File: src/rtl/memory_master_pkg.sv
// Shared types and defaults for the RAM initiator-side controller.
package memory_master_pkg;

  localparam int DEFAULT_D_WIDTH = 16;
  localparam int DEFAULT_A_WIDTH = 12;
  localparam int DEFAULT_C_WIDTH = 4;

  typedef enum logic [1:0] {IDLE, READ, HOLD, WRITE} memory_master_state_t;

endpackage

File: src/rtl/memory_master.sv
// Initiator for the word-addressed RAM: single-word writes and burst reads
// from a valid/ready request port, read words returned on a valid/ready stream.
module memory_master
  import memory_master_pkg::*;
#(
  parameter int D_WIDTH = DEFAULT_D_WIDTH,
  parameter int A_WIDTH = DEFAULT_A_WIDTH,
  parameter int C_WIDTH = DEFAULT_C_WIDTH
) (
  input  logic               clock,
  input  logic               reset_n,
  input  logic               req_valid_in,
  output logic               req_ready_out,
  input  logic               req_write_in,
  input  logic [A_WIDTH-1:0] req_address_in,
  input  logic [D_WIDTH-1:0] req_data_in,
  input  logic [C_WIDTH-1:0] req_count_in,
  output logic               resp_valid_out,
  input  logic               resp_ready_in,
  output logic [D_WIDTH-1:0] resp_data_out,
  output logic               write_done_out,
  output logic [A_WIDTH-1:0] mem_address_out,
  output logic [D_WIDTH-1:0] mem_data_out,
  input  logic [D_WIDTH-1:0] mem_data_in,
  output logic               mem_read_enable_out,
  output logic               mem_write_enable_out
);

  memory_master_state_t state_q;
  logic [A_WIDTH-1:0]   addr_q;
  logic [D_WIDTH-1:0]   data_q;
  logic [C_WIDTH-1:0]   remaining_q;
  logic [D_WIDTH-1:0]   resp_data_q;
  logic                 resp_valid_q;
  logic                 write_done_q;

  logic [A_WIDTH-1:0]   addr_d;
  logic [C_WIDTH-1:0]   remaining_d;

  // Natural-width increment gives the 0xFFF -> 0x000 wrap for free.
  assign addr_d      = addr_q + A_WIDTH'(1);
  assign remaining_d = remaining_q - C_WIDTH'(1);

  always_ff @(posedge clock or negedge reset_n) begin
    if (!reset_n) begin
      state_q      <= IDLE;
      addr_q       <= '0;
      data_q       <= '0;
      remaining_q  <= '0;
      resp_data_q  <= '0;
      resp_valid_q <= 1'b0;
      write_done_q <= 1'b0;
    end else begin
      write_done_q <= 1'b0;
      case (state_q)
        IDLE: begin
          if (req_valid_in) begin
            addr_q      <= req_address_in;
            data_q      <= req_data_in;
            remaining_q <= req_count_in;
            state_q     <= req_write_in ? WRITE : READ;
          end
        end
        WRITE: begin
          write_done_q <= 1'b1;
          state_q      <= IDLE;
        end
        READ: begin
          resp_data_q  <= mem_data_in;
          resp_valid_q <= 1'b1;
          state_q      <= HOLD;
        end
        HOLD: begin
          if (resp_valid_q && resp_ready_in) begin
            resp_valid_q <= 1'b0;
            if (remaining_q == '0) begin
              state_q <= IDLE;
            end else begin
              addr_q      <= addr_d;
              remaining_q <= remaining_d;
              state_q     <= READ;
            end
          end
        end
        default: state_q <= IDLE;
      endcase
    end
  end

  // Enables decode from state only so reset drops them without a clock edge.
  assign req_ready_out        = (state_q == IDLE);
  assign mem_read_enable_out  = (state_q == READ);
  assign mem_write_enable_out = (state_q == WRITE);
  assign mem_address_out      = addr_q;
  assign mem_data_out         = data_q;
  assign resp_valid_out       = resp_valid_q;
  assign resp_data_out        = resp_data_q;
  assign write_done_out       = write_done_q;

endmodule

File: config.mk
export PLATFORM = sky130hd
export DESIGN_NAME = memory_master
export DESIGN_NICKNAME = d
export VERILOG_FILES = /design/src/rtl/memory_master_pkg.sv /design/src/rtl/memory_master.sv
export SDC_FILE = /design/constraint.sdc
export NUM_CORES = 1
export LEC_CHECK = 0
export BUFFER_PORTS_ARGS = -buffer_cell sky130_fd_sc_hd__buf_2
export CORE_MARGIN = 3
export CORE_UTILIZATION = 27
export DETAILED_ROUTE_END_ITERATION = 6
export RECOVER_POWER = 50
export SLEW_MARGIN = 20
export SYNTH_ARGS = -nofsm -noshare
export SYNTH_HDL_FRONTEND = slang
export SYNTH_SLANG_ARGS = --single-unit
File: constraint.sdc
create_clock -name clock -period 1.9 [get_ports clock]
set_input_delay 0.095 -clock clock [delete_from_list [all_inputs] [get_ports clock]]
set_output_delay 0.095 -clock clock [all_outputs]
set_load 0.01 [all_outputs]
=== Word level (Yosys, flattened, before mapping) ===
Index checks and enable logic that the tools add are counted.

* $add $sub $neg: 2
* Equal/unequal tests: 6
* Multiplexer cells: 16
* Reduce and logical (&&, ||, !) cells: 9

{| class="wikitable"
|+ Operator list
! cell !! count
|-
| $mux W12 || 3
|-
| $pmux W12 S2 || 1
|-
| $add A12 B1 Y12 const B || 1
|-
| $mux W4 || 3
|-
| $pmux W2 S4 || 1
|-
| $pmux W4 S2 || 1
|-
| $mux W2 || 3
|-
| $ne A2 B2 Y1 const B || 3
|-
| $reduce_and A2 Y1 || 3
|-
| $eq A2 B2 Y1 const B || 2
|-
| $logic_not A4 Y1 || 1
|-
| $reduce_and A4 Y1 || 1
|-
| $reduce_bool A2 Y1 || 2
|-
| $sub A4 B1 Y4 const B || 1
|-
| $mux W1 || 3
|-
| $eq A2 B1 Y1 const B || 1
|-
| $logic_not A2 Y1 || 1
|-
| $pmux W1 S2 || 1
|-
| $logic_and A1 B1 Y1 || 1
|}

* Register bits after elaboration: 52
* Bits of input ports: 53
* Output and inout port bits: 49
* Word-level logic and storage cells: 40

=== Logic depth before layout (Yosys ltp) ===
Gate-level depths: netlist (run 1).

* Depth in word-level cells: 4
* Mapped depth: 8
* Depth with buffers taken out: 7

=== Least setup slack after synthesis (run 1) ===
Ideal clock, no wire load.

* Kind: register to register
* From: register addr_q[0], in the netlist mem_address_out[0]
* To: register addr_q[10], in the netlist mem_address_out[10]
* Setup time: 0.121 ns
* Data arrival time: 1.428 ns
* Path slack: 0.351 ns
* Stages on the path, launching flop included: 7
* Path buffers: 1
* Path through: dfrtp_1 > ha_1 > and2_1 > buf_1 > and3_1 > o21a_1 > o22a_1

* Word-level cells in the longest chain between the ends: 4

{| class="wikitable"
|+ Ends and longest elaborated chain
! what !! RTL line !! source
|-
| from (decl) || memory_master.sv:30 || <nowiki>logic [A_WIDTH-1:0] addr_q;</nowiki>
|-
| from (signal assigned) || memory_master.sv:58 || <nowiki>addr_q <= req_address_in;</nowiki>
|-
| from (signal assigned) || memory_master.sv:79 || <nowiki>addr_q <= addr_d;</nowiki>
|-
| $add A12 B1 Y12 || memory_master.sv:41 || <nowiki>assign addr_d = addr_q + A_WIDTH'(1);</nowiki>
|-
| $mux W12 || memory_master.sv:76 || <nowiki>if (remaining_q == '0) begin</nowiki>
|-
| $mux W12 || memory_master.sv:74 || <nowiki>if (resp_valid_q && resp_ready_in) begin</nowiki>
|-
| $pmux W12 S2 || memory_master.sv:55 || <nowiki>case (state_q)</nowiki>
|}

No other way between the ends. The select of a mux whose other input is x is not followed.
A chain may end at the register's enable or synchronous reset.

=== Worst setup path in the final report (run 1) ===
* From: register state_q[0]
* To: register addr_q[10], in the netlist mem_address_out[10]

* Word-level cells in the longest chain between the ends: 3
* Elaborated cells between the ends (all ways): 8
* Classes of those cells: 4 x eq/ne; 1 x mux; 3 x reduce/logical

{| class="wikitable"
|+ Ends and longest elaborated chain
! what !! RTL line !! source
|-
| from (decl) || memory_master.sv:29 || <nowiki>memory_master_state_t state_q;</nowiki>
|-
| from (signal assigned) || memory_master.sv:61 || <nowiki>state_q <= req_write_in ? WRITE : READ;</nowiki>
|-
| $eq A2 B2 Y1 or $logic_not A2 Y1 (tied branches) || memory_master.sv:55 ||
|-
| $ne A2 B2 Y1 (no line) or $reduce_bool A2 Y1 (tied branches) || - ||
|-
| $reduce_and A4 Y1 (no line) || - ||
|}

Parallel ways exist; a longest one is shown, timed or not.

==> Implementation_results.wiki, run 1 <==
{| class="wikitable"
! Metric !! Value
|-
| Clock buffers created by TritonCTS || 5
|-
| Per-instance average area after synthesis || 11.8 µm²
|-
| Gate count of the mapped netlist || 202
|-
| Number of failing setup endpoints in the final timing report || 0
|-
| Final Hold Viols || 0
|-
| Overall routing resource usage || 0.113
|-
| EDFF count, synth || 0
|-
| Post-synthesis instance area || 2380 µm²
|-
| Global-route congestion overflow total || 0
|-
| Register bit count reported by yosys || 52
|-
| Synthesized-area fraction occupied by xor and xnor cells || 0
|-
| Die Wd || 99.9 µm
|-
| Accumulated negative setup slack || 0 ps
|-
| Type of the tightest min-delay check || in2reg
|-
| Floorplan row count || 33
|-
| Period Utilization, post-route || 0.928
|-
| CTS sink cnt || 52
|-
| Result of the run || complete, no violations
|-
| Critical hold path startpoint || mem_data_in[2]
|-
| Number of detailed-route iterations in the first pass || 4
|-
| Sequential area share after synthesis || 0.547
|-
| Warnings, synthesis || 0
|-
| Crit-path cells || and4b_4 > o21ai_4 > inv_4 > o21a_1 > o22a_1
|-
| Actual transition at the worst max-transition pin || 682 ps
|-
| Delay of the slowest cell on the worst path || 500 ps
|-
| Setup repair after global routing missed its margin || false
|-
| Worst Hold Path EP || resp_data_out[2]
|-
| Wire length of the first global-routing pass || 9080 µm
|-
| Normalized max-slew margin || 0.545
|-
| Synthesized netlist net count || 257
|-
| Crit path kind || reg2reg
|-
| Routed wire per std cell || 13.7 µm
|-
| Initial standard-cell utilization of the core || 0.284
|-
| Post-layout net count || 359
|-
| Worst Clk Skew || 5.21 ps
|-
| Cell at the slowest stage of the critical path || dfrtp_1
|-
| Static leakage || 1.32 nW
|-
| Worst IR drop on VDD || 0.530 mV
|-
| Area fraction in compound gates after synthesis || 0.136
|-
| Number of nets with antenna violations after detailed routing || 0
|-
| FF-to-FF End || mem_address_out[10]
|-
| Number of distinct library cells after synthesis || 44
|-
| Capturing element type of the critical path || flip-flop
|-
| Area of the die || 9970 µm²
|-
| Main combinational cell family by area after synthesis || multiplexers
|-
| Total wire length || 5600 µm
|-
| Clock Latency Late Sink || 300 ps
|-
| Vias in the first global route || 1878
|-
| Library cell used as clock root buffer || clkbuf_8
|-
| Maximum clock insertion buffer count || 2
|-
| Crit path launch type || flip-flop
|-
| TritonCTS clock tree || done
|-
| Number of port buffers || 101
|-
| Arrival time at the worst endpoint || 1960 ps
|-
| Power Density || 1700 nW/µm²
|-
| Die H || 99.9 µm
|-
| Ys flop type || dfrtp_1
|-
| Startpoint of the worst register-to-register path || state_q[0]
|-
| Multiplexer area fraction after synthesis || 0.156
|-
| Highest attainable clock frequency || 0.567 GHz
|-
| Worst hold path depth || 2
|-
| Basic-gate share of the synthesized area counting and, or, nand and nor cells || 0.108
|-
| Maximum level of the CTS H-tree || 2
|-
| Remaining DRCs || 0
|-
| Final HPWL from detailed placement || 4140 µm
|-
| Depth of the most critical reg-to-reg path || 5
|-
| Pin count of the biggest net entering global routing || 30
|-
| R2R Setup Slk || 140 ps
|-
| Final core area utilization || 0.361
|-
| RePlAce Congestion || 0.743
|-
| I/O Pins || 102
|-
| Share of cells above drive strength 1 || 0.359
|-
| CTS clock-pin slew for the worst setup and hold paths || 90 ps
|-
| Via density per instance || 4.67
|-
| Critical path required time || 2090 ps
|-
| Synth async-reset ratio || 1.00
|-
| Total inserted antenna cells || 0
|-
| Max-slew violation total from the final report || 0
|-
| Post-layout total power || 5.14 mW
|-
| Post-cts sizing count || 0
|-
| Total setup buffers inserted after CTS || 0
|-
| Antenna violations before repair || 0
|-
| Core area || 8380 µm²
|-
| Number of vias after detailed routing || 1911
|-
| Area growth from synthesis to layout || 27.2%
|-
| Min Clock Period, post-route || 1760 ps
|-
| Drt first-iter violations || 52
|-
| Critical path fanouts, max || 18
|-
| Maximum capacitance violations || 0
|-
| Adder and majority gate portion of the synthesized area || 0.0105
|}
==> registers in the layout, summed over array words and instances (netlist names) <==
| name | count |
|---|---|
| resp_valid_out | 1 |
| remaining_q | 4 |
| write_done_out | 1 |
| mem_address_out | 12 |
| state_q | 2 |
| resp_data_out | 16 |
| mem_data_out | 16 |
==> worst max-delay path by stage <==
| stage | start | cells after the start | slack, ps | endpoint |
|---|---|---|---|---|
| 3_5_place_dp | state_q[0] | 5 | 130 | mem_address_out[10] |
| 2_1_floorplan | mem_address_out[0] | 6 | 350 | mem_address_out[10] |
| 6_report | state_q[0] | 5 | 140 | mem_address_out[10] |
| 3_3_place_gp | state_q[0] | 5 | 190 | mem_address_out[10] |
| 4_1_cts | state_q[0] | 5 | 120 | mem_address_out[10] |
| 5_1_grt | state_q[0] | 5 | 20 | mem_address_out[10] |
==> cells in the mapped netlist (all sizes together) (3+ instances only) <==
cell    instances  area [µm²]
a21oi          17        85.1
and3            3        18.8
buf            10        66.3
clkbuf          3        12.5
dfrtp          52        1300
inv             5        21.3
mux2           32         360
nand2          12        45.0
nand3           6        30.0
nand4           3        18.8
nor2            8        30.0
nor3            5        30.0
o21ai          15        86.3
o22ai           4        25.0
==> through the flow <==
step / worst slack [ps] / hold WS, ps / cell area [µm²] / std cells
after CTS: 117 / 10.1 / 3100 / 409
after global routing: 15.6 / 12.1 / 3030 / 409
after floorplan: 351 / -201 / 2380 / 202
after global placement: 191 / 153 / 2990 / 401
after detailed placement: 134 / 158 / 2990 / 401
final: 137 / 14.3 / 3030 / 409
==> where the power goes <==
group / internal [mW] / leakage (nW) / switching, mW / total, mW
clock network: 0.325 / 0.0503 / 0.344 / 0.669
registers: 1.67 / 0.613 / 0.417 / 2.08
logic: 1.08 / 0.659 / 1.31 / 2.39
total: 3.07 / 1.32 / 2.07 / 5.14
==> per-layer routing <==
metal / global-route usage / vias up / wire [µm]
li1: - / 936 / -
met1: 0.150 / 906 / 2550
met2: 0.184 / 65 / 2610
met3: 0.0285 / 4 / 401
met4: 0.0284 / 0 / 40
met5: 0 / - / 0
==> cell usage in the layout, fill, tap and decap left out, drive strengths merged, types with 2 or more instances in the layout <==
master,n
nand2,12
ha,2
nand4,3
o22ai,4
a31oi,2
a41o,2
and3,3
and2,2
a22oi,2
nor3b,2
mux2,32
buf,60
nor2b,2
nor3,5
a21oi,17
clkbuf,54
nor2,8
o21ai,15
dfrtp,52
nand3,6
inv,5
==> worst max-delay path, delay by kind of cell, from the launching register on <==
family                 cells  cell delay [ps]
AOI/OAI and AO/OA          3              710
buffers and inverters      1              180
and+or+nand+nor            1              260
DFF                        1              500
==> layout make-up <==
| type | count | area [µm²] |
|---|---|---|
| clock buffers | 7 | 96.3 |
| fillers | 882 | 5360 |
| inverters | 5 | 21.3 |
| multi-input cells | 132 | 977 |
| flip-flops and latches | 52 | 1300 |
| well taps | 105 | 131 |
| repair buffers | 108 | 499 |
==> what timing repair did <==
item	CTS	global route
endpoints found under the setup margin	0	1
hold buffers	1	0
hold endpoints to repair	28	0
==> cell families after synthesis <==
family / count (synthesis)
DFF: 52
AOI/OAI and AO/OA: 50
and+or+nand+nor: 47
muxes: 33
buffers and inverters: 18
adders and majority gates: 2
No activity file was read; power rests on OpenSTA's default activity.
==> inputs of run 2 (changes only) <==
Settings changed: ABC_AREA set to 1, ABC_CLOCK_PERIOD_IN_PS set to 1900, SLEW_MARGIN 20 to 10.
==> Implementation_results.wiki, run 2 <==
{| class="wikitable"
! Metric !! Value
|-
| Pin count of the biggest net entering global routing || 32 (+6.7%)
|-
| Count of placed standard cells including taps || 495 (+23%)
|-
| Register bit count reported by yosys || 52 (unchanged)
|-
| Per-instance average area after synthesis || 8.45 µm² (-28%)
|-
| Number of port buffers || 101 (unchanged)
|-
| Met1 wire length || 2860 µm (+12%)
|-
| Synth area leaders || dfrtp_1 (53%), nand2_1 (19%), mux2_2 (7.3%)
|-
| Fillers || 906 (+2.7%)
|-
| Total non-filler cell area in the finished layout || 3350 µm² (+11%)
|-
| Antenna violations before repair || 2 (+2)
|-
| Largest area contributor in the netlist || dfrtp_1
|-
| TritonCTS clock tree || done
|-
| Maximum level of the CTS H-tree || 2 (unchanged)
|-
| Power Density || 560 nW/µm² (-67%)
|-
| Top routing layer in use || met5
|-
| Normalized max-slew margin || 0.120 (-0.426)
|-
| Result of the run || complete, no violations
|-
| Post-synthesis instance area || 2460 µm² (+3.4%)
|-
| Min Clock Period, post-route || 1630 ps (-136 ps)
|-
| Switching power || 0.437 mW (-79%)
|-
| Number of nets with antenna violations after detailed routing || 0 (unchanged)
|-
| Drt first-iter violations || 40 (-23%)
|-
| RePlAce Congestion || 0.784 (+5.5%)
|-
| Comb power frac || 0.059 (-0.406)
|-
| Crit-path cells || inv_2 > nor2_2 > buf_4 > buf_2
|-
| Maximum clock insertion buffer count || 2 (unchanged)
|-
| Global-route congestion overflow total || 0 (unchanged)
|-
| Arrival time at the worst endpoint || 1530 ps (-430 ps)
|-
| Die Wd || 101 µm (+1.6%)
|-
| Number of distinct library cells after synthesis || 24 (-45%)
|-
| Share of cells above drive strength 1 || 0.272 (-0.0863)
|-
| Clock Latency Late Sink || 300 ps (about the same)
|-
| Clock buffers created by TritonCTS || 5 (unchanged)
|-
| Max-slew violation total from the final report || 0 (unchanged)
|-
| Post-layout total power || 1.88 mW (-63%)
|-
| Core area || 8810 µm² (+5.1%)
|-
| Delay of the slowest cell on the worst path || 460 ps (-40 ps)
|-
| Vias in the first global route || 2212 (+18%)
|-
| Setup repair after global routing missed its margin || false
|-
| Number of vias after detailed routing || 2251 (+18%)
|-
| Internal power component || 1.44 mW (-53%)
|-
| Final HPWL from detailed placement || 4610 µm (+11%)
|-
| Number of detailed-route iterations in the first pass || 4 (unchanged)
|-
| Crit path launch type || flip-flop
|-
| Remaining DRCs || 0 (unchanged)
|-
| Footprint of the multi-input gates || 1030 µm² (+5.3%)
|-
| Non-filler cells in the finished layout || 524 (+28%)
|-
| R2R Setup Slk || 300 ps (+160 ps)
|-
| Final Hold Viols || 0 (unchanged)
|-
| Number of failing setup endpoints in the final timing report || 0 (unchanged)
|-
| EDFF count, synth || 0 (unchanged)
|-
| Die H || 101 µm (+1.6%)
|-
| Sequential area share after synthesis || 0.529 (-0.0181)
|-
| Critical path fanouts, max || 11 (-7)
|-
| Period Utilization, post-route || 0.856 (-0.0718)
|-
| Post-detailed-placement cell area || 3080 µm² (+3.0%)
|-
| Actual transition at the worst max-transition pin || 1320 ps (+639 ps)
|-
| Synthesized netlist net count || 346 (+35%)
|-
| Warnings, synthesis || 0 (unchanged)
|-
| Crit path kind || reg2out
|-
| Area of the die || 10300 µm² (+3.2%)
|-
| Overall routing resource usage || 0.126 (+0.0131)
|-
| Routed wire per std cell || 12.2 µm (-11%)
|-
| Accumulated negative setup slack || 0 ps (unchanged)
|-
| Highest attainable clock frequency || 0.615 GHz (+8.4%)
|-
| Sequential group share of total power || 0.590 (+0.185)
|-
| Total length of routed met2 wires || 3070 µm (+18%)
|-
| Via density per instance || 4.30 (-8.1%)
|-
| Switching Share || 0.233 (-0.170)
|-
| Library cell used as clock root buffer || clkbuf_8
|-
| Worst IR drop on VDD || 0.292 mV (-45%)
|-
| Most frequent cell after synthesis || nand2_1
|-
| Crit. Startpoint || state_q[0]
|-
| Gate count of the mapped netlist || 291 (+44%)
|-
| Critical path required time || 1800 ps (-290 ps)
|-
| Maximum capacitance violations || 0 (unchanged)
|-
| Share of Yosys cell area claimed by the top area cell type || 0.529 (-0.0181)
|-
| Worst Clk Skew || 6.90 ps (+1.69 ps)
|-
| Total wire length || 6410 µm (+15%)
|-
| Most frequent standard cell in the layout excluding fill and tap cells || nand2_1
|-
| Synth async-reset ratio || 1.00 (unchanged)
|-
| Top library cells by usage in the layout, fill and taps aside || nand2_1 (123), buf_2 (76), dfrtp_1 (52)
|-
| Capturing element type of the critical path || primary output
|-
| Post-cts sizing count || 0 (unchanged)
|-
| CTS sink cnt || 52 (unchanged)
|-
| Wire length of the first global-routing pass || 10400 µm (+14%)
|-
| Type of the tightest min-delay check || in2reg
|-
| I/O Pins || 102 (unchanged)
|-
| Most instantiated cells after synthesis || nand2_1 (123), dfrtp_1 (52), nor2_1 (27)
|-
| Static leakage || 1.78 nW (+35%)
|-
| Power share of the clock group || 0.351 (+0.221)
|-
| Critical hold path startpoint || mem_data_in[2]
|-
| Area growth from synthesis to layout || 36.1%
|-
| Sequential cell area || 1300 µm² (unchanged)
|-
| Metal3 WL || 475 µm (+18%)
|-
| Floorplan row count || 34 (+3.0%)
|-
| Post-layout net count || 469 (+31%)
|-
| Initial standard-cell utilization of the core || 0.279 (-0.00443)
|-
| Cell at the slowest stage of the critical path || dfrtp_1
|-
| Startpoint of the worst register-to-register path || remaining_q[0]
|-
| CTS clock-pin slew for the worst setup and hold paths || 100 ps (about the same)
|-
| Ys flop type || dfrtp_1
|}
==> run 2: kinds of logic after synthesis <==
group,Yosys count,synth area share
DFF,52,0.529
buffers and inverters,28,0.0529
xor gates and xnor gates,3,0.0107
muxes,16,0.0732
AOI/OAI and AO/OA,14,0.0315
adders and majority gates,2,0.0102
and+or+nand+nor,176,0.292
==> run 2: path summary, 6_finish.rpt <==
check	to	cells past startpoint
setup reg to reg	mem_address_out[5]	10
hold / removal	resp_data_out[2]	3
setup / recovery	mem_read_enable_out	4
min in group asynchronous	mem_address_out[8]	2
hold reg to reg	resp_data_out[0]	2
max in group asynchronous	state_q[1]	3
==> run 2: power by group through the flow <==
stage          logic [mW]  registers (mW)  clock network (mW)
4_1_cts             0.107            1.11               0.690
5_1_grt             0.124            1.11               0.739
6_report            0.111            1.11               0.659
3_3_place_gp       0.0814            1.13                   0
3_5_place_dp       0.0817            1.13                   0
2_1_floorplan    0.000506            1.13                   0
==> run 2: stage by stage <==
| step | utilization | setup WS, ps | hold WS [ps] |
|---|---|---|---|
| 3_3_place_gp | 0.350 | 346 | 111 |
| 3_5_place_dp | 0.350 | 299 | 113 |
| 5_1_grt | 0.380 | 108 | 0.584 |
| 2_1_floorplan | - | 570 | -201 |
| 4_1_cts | 0.379 | 241 | 0.590 |
| 6_report | 0.380 | 273 | 3.31 |
==> run 2: worst max-delay path: cells and delay by family, from the launching register on <==
family	cells	cell delay, ps
buffers and inverters	3	460
flip-flops	1	460
AND/OR/NAND/NOR	1	300
==> run 2: final cells by class <==
type / instances / share of cell area
Clock inverter: 3 / 0.00673
Clock buffer: 5 / 0.0206
Antenna cell: 1 / 0.000748
Multi-Input combinational cell: 211 / 0.307
Sequential cell: 52 / 0.389
Inverter: 19 / 0.0213
Tap cell: 108 / 0.0404
Timing Repair Buffer: 125 / 0.214
==> run 2: timing repair <==
action	in CTS	in global routing
hold endpoints to repair	36	4
setup buffers	0	0
hold buffers	16	4
==> run 2: routing by layer <==
layer | vias to the layer above | global-route usage
li1 | 1154 | -
met1 | 1017 | 0.160
met2 | 76 | 0.212
met3 | 2 | 0.0399
met4 | 2 | 0.0235
met5 | - | 0
